<file path="src/rtl/vls_sp_arbiter.sv">
// Two-lane scratchpad request arbiter: per-lane request FIFOs, round-robin issue onto one port,
// in-order load tracker routing responses back as registered writebacks. Optional: VLS_ARB_BYPASS_EN.
`timescale 1ns/1ps
module vls_sp_arbiter #(
   parameter int DEPTH  = 4,
   parameter int OUTS   = 4,
   parameter int ADDR_W = 16,
   parameter int DATA_W = 16
) (
   input  logic                i_clk,
   input  logic                i_nrst,
   input  logic                i_flush,
   input  logic                i_a_valid,
   output logic                o_a_ready,
   input  logic                i_a_we,
   input  logic [6:0]          i_a_op,
   input  logic [ADDR_W-1:0]   i_a_addr,
   input  logic [DATA_W-1:0]   i_a_wdata,
   input  logic [3:0]          i_a_vd,
   input  logic                i_b_valid,
   output logic                o_b_ready,
   input  logic                i_b_we,
   input  logic [6:0]          i_b_op,
   input  logic [ADDR_W-1:0]   i_b_addr,
   input  logic [DATA_W-1:0]   i_b_wdata,
   input  logic [3:0]          i_b_vd,
   output logic                o_sp_req_valid,
   input  logic                i_sp_req_ready,
   output logic                o_sp_req_we,
   output logic [6:0]          o_sp_req_op,
   output logic [ADDR_W-1:0]   o_sp_req_addr,
   output logic [DATA_W-1:0]   o_sp_req_wdata,
   output logic                o_sp_req_lane,
   input  logic                i_sp_rsp_valid,
   input  logic [2*DATA_W-1:0] i_sp_rsp_data,
   output logic                o_wb_valid_a,
   output logic [3:0]          o_wb_vd_a,
   output logic [2*DATA_W-1:0] o_wb_data_a,
   output logic                o_wb_valid_b,
   output logic [3:0]          o_wb_vd_b,
   output logic [2*DATA_W-1:0] o_wb_data_b,
   output logic                o_busy,
   output logic                o_rsp_err
);
   localparam int AW = $clog2(DEPTH);
   localparam int TW = $clog2(OUTS);
   localparam int EW = 1 + 7 + ADDR_W + DATA_W + 4;

   typedef enum logic {S_RUN = 1'b0, S_DRAIN = 1'b1} state_t;

   state_t              r_state;
   logic                r_alive;
   logic                r_rr_ptr;
   logic                r_hold;
   logic                r_hold_lane;
   logic                r_rsp_err;
   logic                r_wb_valid_a, r_wb_valid_b;
   logic [3:0]          r_wb_vd_a, r_wb_vd_b;
   logic [2*DATA_W-1:0] r_wb_data_a, r_wb_data_b;

   logic                w_in_valid [2];
   logic [EW-1:0]       w_in_ent   [2];
   logic [EW-1:0]       w_head     [2];
   logic                w_empty    [2];
   logic                w_full     [2];
   logic                w_ready    [2];
   logic                w_elig     [2];
   logic                w_push     [2];
   logic                w_byp      [2];

   logic                w_flush_run;
   logic                w_q_valid, w_q_lane;
   logic                w_byp_act, w_byp_lane;
   logic                w_req_valid, w_lane, w_fire;
   logic [EW-1:0]       w_ent;

   logic [4:0]          r_trk_mem [OUTS];
   logic [TW:0]         r_trk_wr, r_trk_rd;
   logic                w_trk_empty, w_trk_full, w_trk_push, w_trk_pop;
   logic [4:0]          w_trk_head;

   assign w_in_valid[0] = i_a_valid;
   assign w_in_valid[1] = i_b_valid;
   assign w_in_ent[0]   = {i_a_we, i_a_op, i_a_addr, i_a_wdata, i_a_vd};
   assign w_in_ent[1]   = {i_b_we, i_b_op, i_b_addr, i_b_wdata, i_b_vd};
   assign w_flush_run   = i_flush && (r_state == S_RUN);

   // Entry layout: {we, op, addr, wdata, vd}; bit EW-1 is the store flag.
   generate
      for (genvar gi = 0; gi < 2; gi++) begin : g_lane
         logic [EW-1:0] r_mem [DEPTH];
         logic [AW:0]   r_wr, r_rd;

         assign w_empty[gi] = (r_wr == r_rd);
         assign w_full[gi]  = (r_wr[AW] != r_rd[AW]) && (r_wr[AW-1:0] == r_rd[AW-1:0]);
         assign w_head[gi]  = r_mem[r_rd[AW-1:0]];
         assign w_ready[gi] = r_alive && (r_state == S_RUN) && !w_full[gi];
         assign w_elig[gi]  = !w_empty[gi] && (w_head[gi][EW-1] || !w_trk_full);
         assign w_push[gi]  = w_in_valid[gi] && w_ready[gi] && !w_byp[gi];

         always_ff @(posedge i_clk) begin
            if (w_push[gi]) r_mem[r_wr[AW-1:0]] <= w_in_ent[gi];
         end

         always_ff @(posedge i_clk or negedge i_nrst) begin
            if (!i_nrst) begin
               r_wr <= '0;
               r_rd <= '0;
            end else if (w_flush_run) begin
               r_wr <= '0;
               r_rd <= '0;
            end else begin
               if (w_push[gi]) r_wr <= r_wr + (AW+1)'(1);
               if (w_fire && !w_byp_act && (w_lane == 1'(gi))) r_rd <= r_rd + (AW+1)'(1);
            end
         end
      end
   endgenerate

   // A stalled grant is held until it fires so the presented fields never change under backpressure.
   always_comb begin
      w_q_valid = (r_state == S_RUN) && (w_elig[0] || w_elig[1]);
      if (r_hold)
         w_q_lane = r_hold_lane;
      else if (w_elig[0] && w_elig[1])
         w_q_lane = r_rr_ptr;
      else
         w_q_lane = !w_elig[0];
   end

`ifdef VLS_ARB_BYPASS_EN
   logic w_cand [2];
   generate
      for (genvar gi = 0; gi < 2; gi++) begin : g_byp
         assign w_cand[gi] = w_empty[gi] && !w_elig[1-gi] && w_in_valid[gi] && w_ready[gi]
                             && i_sp_req_ready && (w_in_ent[gi][EW-1] || !w_trk_full);
      end
   endgenerate
   assign w_byp_act  = !w_q_valid && (w_cand[0] || w_cand[1]);
   assign w_byp_lane = (w_cand[0] && w_cand[1]) ? r_rr_ptr : !w_cand[0];
`else
   assign w_byp_act  = 1'b0;
   assign w_byp_lane = 1'b0;
`endif

   generate
      for (genvar gi = 0; gi < 2; gi++) begin : g_bsel
         assign w_byp[gi] = w_byp_act && (w_byp_lane == 1'(gi));
      end
   endgenerate

   assign w_req_valid = w_q_valid || w_byp_act;
   assign w_lane      = w_byp_act ? w_byp_lane : w_q_lane;
   assign w_ent       = w_byp_act ? w_in_ent[w_byp_lane] : w_head[w_q_lane];
   assign w_fire      = w_req_valid && i_sp_req_ready;

   assign w_trk_empty = (r_trk_wr == r_trk_rd);
   assign w_trk_full  = (r_trk_wr[TW] != r_trk_rd[TW]) && (r_trk_wr[TW-1:0] == r_trk_rd[TW-1:0]);
   assign w_trk_push  = w_fire && !w_ent[EW-1];
   assign w_trk_pop   = i_sp_rsp_valid && !w_trk_empty;
   assign w_trk_head  = r_trk_mem[r_trk_rd[TW-1:0]];

   always_ff @(posedge i_clk) begin
      if (w_trk_push) r_trk_mem[r_trk_wr[TW-1:0]] <= {w_lane, w_ent[3:0]};
   end

   always_ff @(posedge i_clk or negedge i_nrst) begin
      if (!i_nrst) begin
         r_state      <= S_RUN;
         r_alive      <= 1'b0;
         r_rr_ptr     <= 1'b0;
         r_hold       <= 1'b0;
         r_hold_lane  <= 1'b0;
         r_trk_wr     <= '0;
         r_trk_rd     <= '0;
         r_rsp_err    <= 1'b0;
         r_wb_valid_a <= 1'b0;
         r_wb_vd_a    <= '0;
         r_wb_data_a  <= '0;
         r_wb_valid_b <= 1'b0;
         r_wb_vd_b    <= '0;
         r_wb_data_b  <= '0;
      end else begin
         r_alive     <= 1'b1;
         r_hold      <= w_req_valid && !i_sp_req_ready && !w_flush_run;
         r_hold_lane <= w_lane;
         if (w_fire) r_rr_ptr <= !w_lane;
         if (w_trk_push) r_trk_wr <= r_trk_wr + (TW+1)'(1);
         if (w_trk_pop) r_trk_rd <= r_trk_rd + (TW+1)'(1);
         if (i_sp_rsp_valid && w_trk_empty) r_rsp_err <= 1'b1;

         r_wb_valid_a <= w_trk_pop && !w_trk_head[4];
         r_wb_vd_a    <= (w_trk_pop && !w_trk_head[4]) ? w_trk_head[3:0] : 4'd0;
         r_wb_data_a  <= (w_trk_pop && !w_trk_head[4]) ? i_sp_rsp_data : '0;
         r_wb_valid_b <= w_trk_pop && w_trk_head[4];
         r_wb_vd_b    <= (w_trk_pop && w_trk_head[4]) ? w_trk_head[3:0] : 4'd0;
         r_wb_data_b  <= (w_trk_pop && w_trk_head[4]) ? i_sp_rsp_data : '0;

         case (r_state)
            S_RUN:   if (i_flush) r_state <= S_DRAIN;
            S_DRAIN: if (w_trk_empty) r_state <= S_RUN;
            default: r_state <= S_RUN;
         endcase
      end
   end

   assign o_a_ready      = w_ready[0];
   assign o_b_ready      = w_ready[1];
   assign o_sp_req_valid = w_req_valid;
   assign o_sp_req_lane  = w_req_valid && w_lane;
   assign o_sp_req_we    = w_req_valid && w_ent[EW-1];
   assign o_sp_req_op    = w_req_valid ? w_ent[EW-2 -: 7] : 7'd0;
   assign o_sp_req_addr  = w_req_valid ? w_ent[4+DATA_W +: ADDR_W] : '0;
   assign o_sp_req_wdata = w_req_valid ? w_ent[4 +: DATA_W] : '0;
   assign o_wb_valid_a   = r_wb_valid_a;
   assign o_wb_vd_a      = r_wb_vd_a;
   assign o_wb_data_a    = r_wb_data_a;
   assign o_wb_valid_b   = r_wb_valid_b;
   assign o_wb_vd_b      = r_wb_vd_b;
   assign o_wb_data_b    = r_wb_data_b;
   assign o_busy         = !w_empty[0] || !w_empty[1] || !w_trk_empty;
   assign o_rsp_err      = r_rsp_err;
endmodule

</file>
<file path="config.mk">
export PLATFORM = sky130hd
export DESIGN_NAME = vls_sp_arbiter
export DESIGN_NICKNAME = d
export VERILOG_FILES = /design/src/rtl/vls_sp_arbiter.sv
export SDC_FILE = /design/constraint.sdc
export NUM_CORES = 1
export LEC_CHECK = 0
export BUFFER_PORTS_ARGS = -buffer_cell sky130_fd_sc_hd__buf_2
export CAP_MARGIN = 10
export CORE_ASPECT_RATIO = 0.6
export CORE_MARGIN = 10
export CORE_UTILIZATION = 57
export DETAILED_ROUTE_END_ITERATION = 10
export PLACE_DENSITY = 0.78
export SLEW_MARGIN = 15
export SYNTH_ARGS = -nofsm -noshare
export SYNTH_HDL_FRONTEND = slang
export SYNTH_SLANG_ARGS = --single-unit
</file>
<file path="constraint.sdc">
create_clock -name i_clk -period 3.9 [get_ports i_clk]
set_clock_uncertainty 0.2 [all_clocks]
set_input_delay 0.39 -clock i_clk [delete_from_list [all_inputs] [get_ports i_clk]]
set_output_delay 0.39 -clock i_clk [all_outputs]
set_load 0.01 [all_outputs]
</file>
* After elaboration in Yosys (flattened, before gate mapping)
Memory sizes are Yosys's and may differ from the RTL's.
Cells that the tools add are included.
** Storage, ports and cells
- Memory bits (writable) :: 372
- Register bits after elaboration :: 98
- Word-level logic and storage cells :: 115
- Memories kept :: 3
** Operators by class
- $add $sub $neg :: 6
- Eq/ne operators :: 9
- Order comparisons :: 1
- Bitwise gates (word level) :: 3
- Reduce and logical (&&, ||, !) cells :: 46
- Muxes and demuxes :: 29
** Memory list
- g_lane[0].r_mem :: words 4, width 44, read ports 1, clocked after memory_dff 0, wr ports 1, line 91 : logic [EW-1:0] r_mem [DEPTH];
- g_lane[1].r_mem :: words 4, width 44, read ports 1, clocked after memory_dff 0, wr ports 1, line 91
- r_trk_mem :: words 4, width 5, read ports 1, clocked after memory_dff 0, wr ports 1, line 77 : logic [4:0] r_trk_mem [OUTS];
** Operators by type and width (number)
- 44-bit 2-to-1 mux :: 3
- 32-bit 2-to-1 mux :: 2
- 16-bit 2-to-1 mux :: 2
- 1-bit logical AND :: 25
- 3-bit 2-to-1 mux :: 8
- 3-bit by 1-bit adder with 3-bit output, second input constant :: 6
- 1-bit zero test :: 12
- 1-bit 2-to-1 mux :: 10
- 3-bit == test :: 3
- 4-bit 2-to-1 mux :: 2
- 2-bit nonzero test :: 4
- 7-bit 2-to-1 mux :: 1
- 2-bit == test :: 3
- 1-bit logical OR :: 5
- 1-bit != test :: 3
- 2-bit >= comparator, second input constant :: 1
- 1-bit NOT :: 2
- 1-bit NOT with 2-bit output :: 1
- 1-bit one-hot mux with 2 select lines :: 1

* Depth between registers and ports, before layout
Gate-level depths: netlist of run 1.
- Depth after elaboration :: 16
- Mapped depth :: 10
- Mapped depth without buffers :: 7

* Worst setup path after synthesis of run 1
OpenSTA, ideal clock, no wires.
- Kind :: reg-to-output
- Start :: reg g_lane[1].r_rd[1]
- End :: out o_sp_req_addr[0]
- Stages on the path, launching flop included :: 10
- Path slack :: 759 ps
- Arrival time :: 2551 ps
- Cells stage by stage :: dfrtp_1 clkbuf_1 mux4_2 or4_1 a311o_1 nand2_1 buf_2 buf_2 nand2_1 a21oi_1
** On the way
- Cells in the longest elaborated chain, start to end :: 11
** Ends and longest elaborated chain
- from (decl) :: line 92 : logic [AW:0] r_wr, r_rd;
- from (signal assigned) :: line 114 : if (w_fire && !w_byp_act && (w_lane == 1'(gi))) r_rd <= r_rd + (AW+1)'(1);
- memory read 4 x 44 bit / 3-bit == test (equally long branches)
- 1-bit logical OR / 1-bit zero test (equally long branches) :: line 98 : assign w_elig[gi] = !w_empty[gi] && (w_head[gi][EW-1] || !w_trk_full);
- 1-bit logical AND :: line 98
- 1-bit logical AND :: line 125 : else if (w_elig[0] && w_elig[1])
- 1-bit 2-to-1 mux :: line 125
- 1-bit 2-to-1 mux :: line 123 : if (r_hold)
- 1-bit NOT with 2-bit output (implied by the code) :: line 154 : assign w_ent = w_byp_act ? w_in_ent[w_byp_lane] : w_head[w_q_lane];
- 44-bit 2-to-1 mux (implied by the code) (3 in series) :: line 154
- 16-bit 2-to-1 mux (*) :: line 213 : assign o_sp_req_addr = w_req_valid ? w_ent[4+DATA_W +: ADDR_W] : '0;
- to (decl) :: line 31 : output logic [ADDR_W-1:0] o_sp_req_addr,
Mark *: on every way between the ends. The rest lies on a longest branch, timed or not. The select of a mux whose other input is x is not followed.

* Worst setup path after layout of run 1
- Start :: reg g_lane[1].r_rd[0]
- End :: out o_sp_req_addr[13]
Same word-level chain as after synthesis.

==> results of run 1 <==
==> area by class of cell <==
| type | count | area share |
|---|---|---|
| flip-flops and latches | 470 | 0.612 |
| multi-input cells | 409 | 0.176 |
| repair buffers | 398 | 0.126 |
| clock buffers | 53 | 0.0513 |
| well taps | 408 | 0.0229 |
| clock inverters | 23 | 0.00876 |
| inverters | 11 | 0.00208 |
| diodes | 8 | 0.000898 |
==> cell usage in the layout (no fill, tap or decap), types with 6 or more instances in the layout <==
cell type	n
buf_4	20
xnor2_1	11
ha_1	15
buf_12	7
dlygate4sd3_1	124
nor2_1	11
diode_2	8
nand2_1	101
and3_2	8
inv_1	10
xor2_1	6
clkinv_1	7
a21oi_1	47
buf_2	245
edfxtp_1	372
clkbuf_16	44
dfrtp_1	94
clkinv_2	7
and2_1	77
mux4_2	93
clkbuf_1	7
==> what timing repair did <==
action / CTS / global route
hold buffers: 124 / 0
pin swaps: 0 / 2
setup endpoints to repair: 4 / 24
gates cloned: 1 / 1
resized for setup: 1 / 3
endpoints found under the hold margin: 480 / 0
==> worst min-delay path by stage <==
stage,start,endpoint,slack (ps),depth (start not counted)
2_1_floorplan,i_nrst,g_lane[0].r_rd[0],-110,0
3_3_place_gp,o_rsp_err,o_rsp_err,250,1
3_5_place_dp,r_trk_rd[2],r_trk_rd[2],280,1
4_1_cts,i_sp_req_ready,g_lane[1].r_rd[2],80,4
5_1_grt,i_sp_req_ready,g_lane[1].r_rd[2],110,4
6_report,i_sp_req_ready,g_lane[1].r_rd[2],90,4
==> kinds of logic after synthesis <==
kind of cell,after synthesis,share of synthesized area
AO/OA/AOI/OAI,60,0.0192
AND/OR/NAND/NOR,218,0.0609
multiplexers,98,0.121
other,1,0.000211
buffers and inverters,56,0.0123
adder cells (fa/ha/maj),15,0.0106
XOR/XNOR,17,0.00839
flip-flops,470,0.767
==> stage by stage <==
step                      instance area [um2]  hold slack, ps   util
after global routing                    22300             114  0.734
after global placement                  19600             253  0.647
after detailed placement                19600             285  0.647
final                                   22300            94.9  0.734
after CTS                               22200            76.1  0.733
after floorplan                         17800            -106      -
==> tightest hold or removal path, cell delays in order <==
cell     delay [ps]
buf_2           150
nand2_1          90
or4_1           100
a21oi_1          60
==> sequential cells by signal, summed over array words and instances (netlist names), 3 cells and up <==
name          flops
g_lane.r_mem    352
o_wb_data_a      32
o_wb_data_b      32
r_trk_mem        20
g_lane.r_rd       6
g_lane.r_wr       6
o_wb_vd_a         4
o_wb_vd_b         4
r_trk_rd          3
r_trk_wr          3
==> power by group through the flow <==
| stage | clock, uW | combinational [uW] | sequential [uW] |
|---|---|---|---|
| after floorplan | 0 | 2870 | 6420 |
| after global placement | 0 | 4790 | 6350 |
| after detailed placement | 0 | 4860 | 6380 |
| after CTS | 4070 | 5180 | 6280 |
| after global routing | 4300 | 5700 | 6340 |
| final | 4040 | 5290 | 6290 |
==> routing by layer <==
metal / share of wire / wire (um)
met4: 0.032 / 1440
met5: 0.00029 / 13
met2: 0.49 / 22200
met1: 0.38 / 17200
met3: 0.096 / 4330
==> flow_metrics.env, run 1 <==
export IMPL_tightest_slew_ps=987
export IMPL_endpoint_kind="primary output"
export IMPL_grt_pass1_vias=10800
export IMPL_dieArea_mm2=0.0388
export IMPL_grt_max_degree=64
export IMPL_finalWorstSetupSlack_ps=106
export IMPL_p_per_area_mw_per_mm2=701
export IMPL_synthTopCellsByCount="372 x edfxtp_1, 102 x nand2_1, 98 x dfrtp_1"
export IMPL_outcome="completed"
export IMPL_p_int_uw=10400
export IMPL_ys_warn_count=0
export IMPL_cts_buffer_depth=3
export IMPL_portBuffers=246
export IMPL_r2r_slack_ps=740
export IMPL_worstRegToRegCells=7
export IMPL_ys_types=39
export IMPL_max_stage_delay_ps=530
export IMPL_cp_max_fo=12
export IMPL_period_needed_ps=3790
export IMPL_grt_most_used_layer="met2"
export IMPL_grt_setup_unrepaired="no"
export IMPL_vdd_ir_drop_max_mv=0.465
export IMPL_tns_ps=0
export IMPL_dp_slack_ps=557
export IMPL_die_w_um=248
export IMPL_synth_area_mm2=0.0178
export IMPL_r2r_start="g_lane[1].r_rd[0]"
export IMPL_setup_viol=0
export IMPL_r2r_end="g_lane[0].r_rd[2]"
export IMPL_dp_hpwl_um=27800
export IMPL_netlist_area_leader_share=0.629
export IMPL_cp_required_ps=3310
export IMPL_rows=49
export IMPL_place_gp_congestion=0.816
export IMPL_stdcell_count=1780
export IMPL_nets=1473
export IMPL_total_power_uw=15600
export IMPL_crit_path_cell_trace="mux4_2 -> or4_1 -> a311o_1 -> nand2_4 -> clkbuf_16 -> nand2_1 -> a21oi_1 -> buf_2"
export IMPL_postCtsSetupBuffers=0
export IMPL_initial_core_util=0.585
export IMPL_slew_viol_final=0
export IMPL_cts_sinks=470
export IMPL_p_sw_frac=0.335
export IMPL_p_leak_uw=0.00853
export IMPL_use_met1=0.310
export IMPL_synth_most_common_cell="edfxtp_1"
export IMPL_synth_seq_cells=470
export IMPL_switchingPower_uw=5240
export IMPL_slowest_stage="mux4_2"
export IMPL_ys_async_sr_fraction=0.209
export IMPL_die_h_um=157
export IMPL_clkTransAtPathRegs_ps=70
export IMPL_syn_avg_cell_area_um2=19.0
export IMPL_crit_buf_inv=2
export IMPL_avgViaCountPerCell=5.72
export IMPL_hold_viol=0
export IMPL_cap_violations=0
export IMPL_drive_gt1_frac=0.328
export IMPL_syn2layout_area_growth_pct=25.6
export IMPL_antenna_left=0
export IMPL_start_kind="flip-flop"
export IMPL_multiInputGateArea_mm2=0.00393
export IMPL_synth_nets=1077
export IMPL_grt_pass1_wl_um=67400
export IMPL_wl_um=45100
export IMPL_root_buffer="clkbuf_16"
export IMPL_cp_endpoint="o_sp_req_addr[13]"
export IMPL_seqCellArea_mm2=0.0136
export IMPL_clk_latency_ps=540
export IMPL_timing_final_crit_share=0.973
export IMPL_cp_startpoint="g_lane[1].r_rd[0]"
export IMPL_grt_remaining_overflow=0
export IMPL_synth_area_leaders="edfxtp_1 63%, dfrtp_1 14%, mux4_2 12%"
export IMPL_use_met2=0.367
export IMPL_hp_class="primary input to flip-flop"
export IMPL_critical_path_class="flip-flop to primary output"
export IMPL_met3_usage=0.0605
export IMPL_antenna_found_initial=6
export IMPL_wl_per_cell_um=25.3
export IMPL_core_mm2=0.0303
export IMPL_relSlewSlack=0.342
export IMPL_cts_inserted_buffers=41
export IMPL_synth_edf_count=372
export IMPL_synth_largest_area_cell="edfxtp_1"
export IMPL_fillers=1779
export IMPL_vias=10200
export IMPL_clockPowerShare=0.259
export IMPL_crit_cells=8
export IMPL_power_frac_comb=0.339
export IMPL_dp_cells=1570
export IMPL_synthCells=935
export IMPL_cts_htree_levels=2
export IMPL_dr_pass1_iters=5
export IMPL_yosysSeqAreaShare=0.767
export IMPL_worstPathArrival_ps=3200
export IMPL_fmax_mhz=264
export IMPL_cts_tree="yes"
export IMPL_synthFlopType="edfxtp_1"
export IMPL_drtIter0Drc=983
export IMPL_drc_errors=0
export IMPL_grtUsageTotal=0.232
export IMPL_pin_count=247
export IMPL_critical_path_top_delay_family="simple AND/OR/NAND/NOR gates"
export IMPL_seqPwrFrac=0.403
Power figures use the tool's default switching activity.
==> inputs of run 2 (changes only) <==
Settings changed: ABC_AREA set to 1.
==> run 2 against run 1 <==
Sequential share of layout area is 0.66 points lower. Critical path type unchanged. Count of clock-buffer cells in the layout is 3 higher. Flip-flop and latch count stayed put. Fmax is 5.6% higher.
==> flow_metrics.env, run 2 <==
export IMPL_vias=12700
export IMPL_clk_latency_ps=540
export IMPL_synthFlopType="edfxtp_1"
export IMPL_drive_gt1_frac=0.199
export IMPL_relSlewSlack=0.359
export IMPL_syn2layout_area_growth_pct=23.4
export IMPL_design_area_mm2=0.0225
export IMPL_clockPowerShare=0.256
export IMPL_synth_largest_area_cell="edfxtp_1"
export IMPL_grt_pass1_vias=12200
export IMPL_die_w_um=251
export IMPL_use_met2=0.379
export IMPL_grt_max_degree=84
export IMPL_largest_reg_flops=352
export IMPL_crit_path_cell_trace="inv_2 -> nand2_1 -> nand2_1 -> nand2_1 -> nor2_1 -> nand2_1 -> nand2_1 -> nor2_2 -> nand2_2 -> nand2_4 -> inv_16 -> nand2_1 -> o21ai_0 -> nor2_1 -> buf_2"
export IMPL_place_area_mm2=0.0199
export IMPL_stdcell_count=2235
export IMPL_postCtsSetupBuffers=0
export IMPL_grtUsageTotal=0.241
export IMPL_dieArea_mm2=0.0398
export IMPL_wl_um=49600
export IMPL_synthTopCellsByCount="372 x edfxtp_1, 300 x nand2_1, 160 x nor2_1"
export IMPL_use_met1=0.333
export IMPL_drc_errors=0
export IMPL_power_frac_comb=0.355
export IMPL_cpMostUsedCell="nand2_1"
export IMPL_layout_common_cells="372 x edfxtp_1, 300 x nand2_1, 245 x buf_2"
export IMPL_cts_inserted_buffers=43
export IMPL_grt_most_used_layer="met2"
export IMPL_endpoint_kind="primary output"
export IMPL_cts_tree="yes"
export IMPL_yosysSeqAreaShare=0.746
export IMPL_period_needed_ps=3590
export IMPL_mostFrequentLayoutCell="edfxtp_1"
export IMPL_grt_pass1_wl_um=73900
export IMPL_cap_violations=0
export IMPL_pin_count=247
export IMPL_hp_class="flip-flop to flip-flop"
export IMPL_core_mm2=0.0313
export IMPL_whs_ps=260
export IMPL_p_int_uw=10100
export IMPL_ys_types=33
export IMPL_hold_viol=0
export IMPL_rows=50
export IMPL_fillers=2033
export IMPL_synthCells=1423
export IMPL_portBuffers=246
export IMPL_die_h_um=159
export IMPL_dp_cells=2025
export IMPL_critical_path_class="flip-flop to primary output"
export IMPL_synth_area_mm2=0.0183
export IMPL_antenna_found_initial=7
export IMPL_grt_setup_unrepaired="no"
export IMPL_fmax_mhz=278
export IMPL_timing_final_crit_share=0.921
export IMPL_crit_buf_inv=3
export IMPL_nets=1920
export IMPL_switchingPower_uw=6040
export IMPL_dp_hpwl_um=31400
export IMPL_vdd_ir_drop_max_mv=0.536
export IMPL_place_gp_congestion=0.892
export IMPL_antenna_left=0
export IMPL_start_kind="flip-flop"
export IMPL_initial_core_util=0.582
export IMPL_cp_max_fo=83
export IMPL_seqPwrFrac=0.389
export IMPL_clkTransAtPathRegs_ps=60
export IMPL_max_stage_delay_ps=510
export IMPL_multiInputGateArea_mm2=0.00404
export IMPL_netlist_area_leader_share=0.612
export IMPL_wl_per_cell_um=22.2
export IMPL_avgViaCountPerCell=5.69
export IMPL_slowest_stage="dfrtp_2"
export IMPL_dr_pass1_iters=7
export IMPL_synth_area_leaders="edfxtp_1 61%, dfrtp_1 13%, nand2_1 6.2%"
export IMPL_finalWorstSetupSlack_ps=306
export IMPL_cts_sinks=470
export IMPL_syn_avg_cell_area_um2=12.8
export IMPL_cp_required_ps=3310
export IMPL_seqCellArea_mm2=0.0136
export IMPL_synth_nets=1565
export IMPL_synth_edf_count=372
export IMPL_outcome="completed"
export IMPL_p_sw_frac=0.374
export IMPL_synth_most_common_cell="edfxtp_1"
export IMPL_worstPathArrival_ps=3000
export IMPL_p_leak_uw=0.00929
export IMPL_root_buffer="clkbuf_16"
export IMPL_setup_viol=0
export IMPL_synth_seq_cells=470
export IMPL_drtIter0Drc=1622
export IMPL_critical_path_top_delay_family="simple AND/OR/NAND/NOR gates"
export IMPL_ys_async_sr_fraction=0.209
export IMPL_tightest_slew_ps=961
export IMPL_cts_buffer_depth=3
export IMPL_cts_htree_levels=2
export IMPL_dp_slack_ps=567
export IMPL_slew_viol_final=0
export IMPL_grt_remaining_overflow=0
export IMPL_met3_usage=0.0549
export IMPL_ys_warn_count=0
export IMPL_p_per_area_mw_per_mm2=716
export IMPL_tns_ps=0
[run 2: routing by layer]
| layer | part of all wire | vias up | routed length (um) |
|---|---|---|---|
| met4 | 0.023 | 0 | 1140 |
| met5 | 0 | - | 0 |
| met2 | 0.48 | 626 | 23800 |
| li1 | - | 5737 | - |
| met3 | 0.090 | 85 | 4490 |
| met1 | 0.41 | 6268 | 20200 |
[run 2: metrics by stage]
stage / power, uW / utilization
6_report: 16100 / 0.719
2_1_floorplan: 9870 / -
4_1_cts: 16000 / 0.718
3_3_place_gp: 11600 / 0.634
3_5_place_dp: 11800 / 0.634
5_1_grt: 16900 / 0.718
[run 2: worst reg2reg max path, cell delays in order, from the launching register on]
cell	delay, ps
dfrtp_2	510
inv_2	220
nand2_1	80
nand2_1	80
nand2_1	60
nor2_1	200
nand2_1	100
nand2_1	110
nor2_2	60
nand2_2	90
nand2_4	180
nand2_1	220
nand3_2	170
nor2_1	510
[run 2: kinds of logic (layout without fill, tap and decap cells)]
logic type,after synthesis,count (layout),share of synthesized area
buffers and inverters,151,539,0.0357
DFF,470,470,0.746
other,1,9,0.000205
adders and majority gates,15,15,0.0103
and+or+nand+nor,490,490,0.104
xor gates and xnor gates,12,12,0.00576
AOI/OAI and AO/OA,284,284,0.0977
[run 2: final timing paths]
kind | startpoint | end | slack [ps] | cells after the start
max | r_trk_rd[0] | o_sp_req_wdata[10] | 310 | 15
min | o_rsp_err | o_rsp_err | 260 | 1
max reg2reg | r_trk_rd[0] | r_trk_mem[0][1] | 760 | 13
min reg2reg | o_rsp_err | o_rsp_err | 260 | 1
max in group asynchronous | i_nrst | o_wb_data_a[12] | 2210 | 3
min in group asynchronous | i_nrst | o_wb_data_a[24] | 310 | 2
[run 2: final cells by class]
cell class                 instances  area share
inverter                          71      0.0128
clock inverter                    22     0.00833
multi-input combinational        802       0.179
clock buffer                      56      0.0523
tap                              416      0.0231
timing repair buffer             390       0.118
antenna                            8    0.000889
sequential                       470       0.605
[run 2: power groups by stage]
stage	clock network [uW]	registers (uW)	logic (uW)
4_1_cts	4170	6260	5580
5_1_grt	4400	6310	6200
3_3_place_gp	0	6330	5270
3_5_place_dp	0	6360	5410
6_report	4140	6270	5720
2_1_floorplan	0	6410	3460
[run 2: repair_timing]
action,CTS,global route
hold endpoints to repair,491,0
resized for setup,1,4
endpoints found under the setup margin,6,39
hold buffers,124,0
cloned,0,0
==> inputs of run 3 (changes only) <==
Settings changed: RECOVER_POWER set to 25.
==> run 3 against run 2 <==
Cell count unchanged. Power is 0.13% lower. Critical path depth stayed put. Flip-flop and latch count unchanged. First-iteration DRC count shrank 2.7%. Clock power about the same. Setup slack lost 12 ps. Register-to-register slack barely moved. Fmax decreased by 0.32%. Critical path type unchanged.
==> flow_metrics.env, run 3 (synthesized netlist as in run 2, its figures left out) <==
export IMPL_outcome="completed"
export IMPL_grt_pass1_wl_um=73900
export IMPL_met1_length_um=20200
export IMPL_die_w_um=251
export IMPL_p_leak_uw=0.00910
export IMPL_cpMostUsedCell="nand2_1"
export IMPL_initial_core_util=0.582
export IMPL_setup_viol=0
export IMPL_clk_latency_ps=540
export IMPL_antenna_found_initial=7
export IMPL_cap_violations=0
export IMPL_finalWorstSetupSlack_ps=295
export IMPL_hp_class="flip-flop to flip-flop"
export IMPL_seqCellArea_mm2=0.0136
export IMPL_grt_remaining_overflow=0
export IMPL_antenna_left=0
export IMPL_wl_per_cell_um=22.2
export IMPL_slowest_stage="dfrtp_2"
export IMPL_cts_inserted_buffers=43
export IMPL_tns_ps=0
export IMPL_critical_path_class="flip-flop to primary output"
export IMPL_largest_reg_flops=352
export IMPL_place_gp_congestion=0.892
export IMPL_grt_max_degree=84
export IMPL_place_area_mm2=0.0199
export IMPL_timing_final_crit_share=0.924
export IMPL_whs_ps=259
export IMPL_vdd_ir_drop_max_mv=0.537
export IMPL_met3WireLength_um=4370
export IMPL_dp_slack_ps=567
export IMPL_cts_buffer_depth=3
export IMPL_start_kind="flip-flop"
export IMPL_design_area_mm2=0.0224
export IMPL_grt_pass1_vias=12200
export IMPL_max_stage_delay_ps=510
export IMPL_portBuffers=246
export IMPL_avgViaCountPerCell=5.67
export IMPL_clkTransAtPathRegs_ps=70
export IMPL_layout_common_cells="372 x edfxtp_1, 300 x nand2_1, 176 x buf_2"
export IMPL_wl_um=49600
export IMPL_critical_path_top_delay_family="simple AND/OR/NAND/NOR gates"
export IMPL_dieArea_mm2=0.0398
export IMPL_hold_viol=0
export IMPL_multiInputGateArea_mm2=0.00404
export IMPL_total_power_uw=16100
export IMPL_tightest_slew_ps=962
export IMPL_dr_max_layer_used="met4"
export IMPL_core_mm2=0.0313
export IMPL_drtIter0Drc=1578
export IMPL_p_per_area_mw_per_mm2=718
export IMPL_slew_viol_final=0
export IMPL_die_h_um=159
export IMPL_dr_pass1_iters=6
export IMPL_drc_errors=0
export IMPL_drive_gt1_frac=0.161
export IMPL_crit_buf_inv=3
export IMPL_relSlewSlack=0.359
export IMPL_grt_setup_unrepaired="no"
export IMPL_rows=50
export IMPL_mostFrequentLayoutCell="edfxtp_1"
export IMPL_worstPathArrival_ps=3020
export IMPL_nets=1920
export IMPL_pin_count=247
export IMPL_root_buffer="clkbuf_16"
export IMPL_cts_htree_levels=2
export IMPL_cts_tree="yes"
export IMPL_dp_hpwl_um=31400
export IMPL_cp_max_fo=83
export IMPL_crit_path_cell_trace="inv_2 -> nand2_1 -> nand2_1 -> nand2_1 -> nor2_1 -> nand2_1 -> nand2_1 -> nor2_2 -> nand2_2 -> nand2_4 -> inv_16 -> nand2_1 -> o21ai_0 -> nor2_1 -> buf_2"
export IMPL_fmax_mhz=277
export IMPL_vias=12700
export IMPL_syn2layout_area_growth_pct=22.9
export IMPL_cp_required_ps=3310
export IMPL_cts_sinks=470
export IMPL_fillers=2072
export IMPL_grtUsageTotal=0.241
export IMPL_endpoint_kind="primary output"
export IMPL_met2WireLength_um=24000
export IMPL_period_needed_ps=3610
==> run 3: per-layer routing <==
metal / track usage / up-vias
met5: 0 / -
met4: 0.0691 / 0
met3: 0.0549 / 77
met2: 0.379 / 603
met1: 0.333 / 6256
li1: - / 5731
==> run 3: stage by stage <==
stage / std cells / utilization
2_1_floorplan: 1423 / -
3_3_place_gp: 2025 / 0.634
3_5_place_dp: 2025 / 0.634
4_1_cts: 2227 / 0.718
5_1_grt: 2233 / 0.716
6_report: 2235 / 0.716
==> run 3: path summary, 6_finish.rpt <==
check / startpoint / end / slack [ps] / depth (start not counted)
min: o_rsp_err / o_rsp_err / 260 / 1
min in group asynchronous: i_nrst / o_wb_data_a[24] / 300 / 2
min reg2reg: o_rsp_err / o_rsp_err / 260 / 1
max: r_trk_rd[0] / o_sp_req_wdata[10] / 290 / 15
max in group asynchronous: i_nrst / o_wb_data_a[12] / 2210 / 3
max reg2reg: r_trk_rd[0] / r_trk_mem[0][1] / 760 / 13
==> run 3: final cells by class <==
class,count,share of cell area
diodes,8,0.000892
well taps,416,0.0232
inverters,71,0.0128
repair buffers,390,0.115
flip-flops and latches,470,0.607
multi-input cells,802,0.180
clock buffers,56,0.0525
clock inverters,22,0.00837
==> run 3: where the power goes <==
group          switching (uW)  internal [uW]  total (uW)
Clock                    1800           2330        4140
Sequential                238           6030        6270
Combinational            3980           1710        5700
==> run 3: timing repair <==
action / CTS / global route
setup buffers: 0 / 0
gates resized for setup: 1 / 4
hold buffers: 124 / 0
cloned: 0 / 0
endpoints found under the hold margin: 491 / 0
endpoints found under the setup margin: 6 / 39
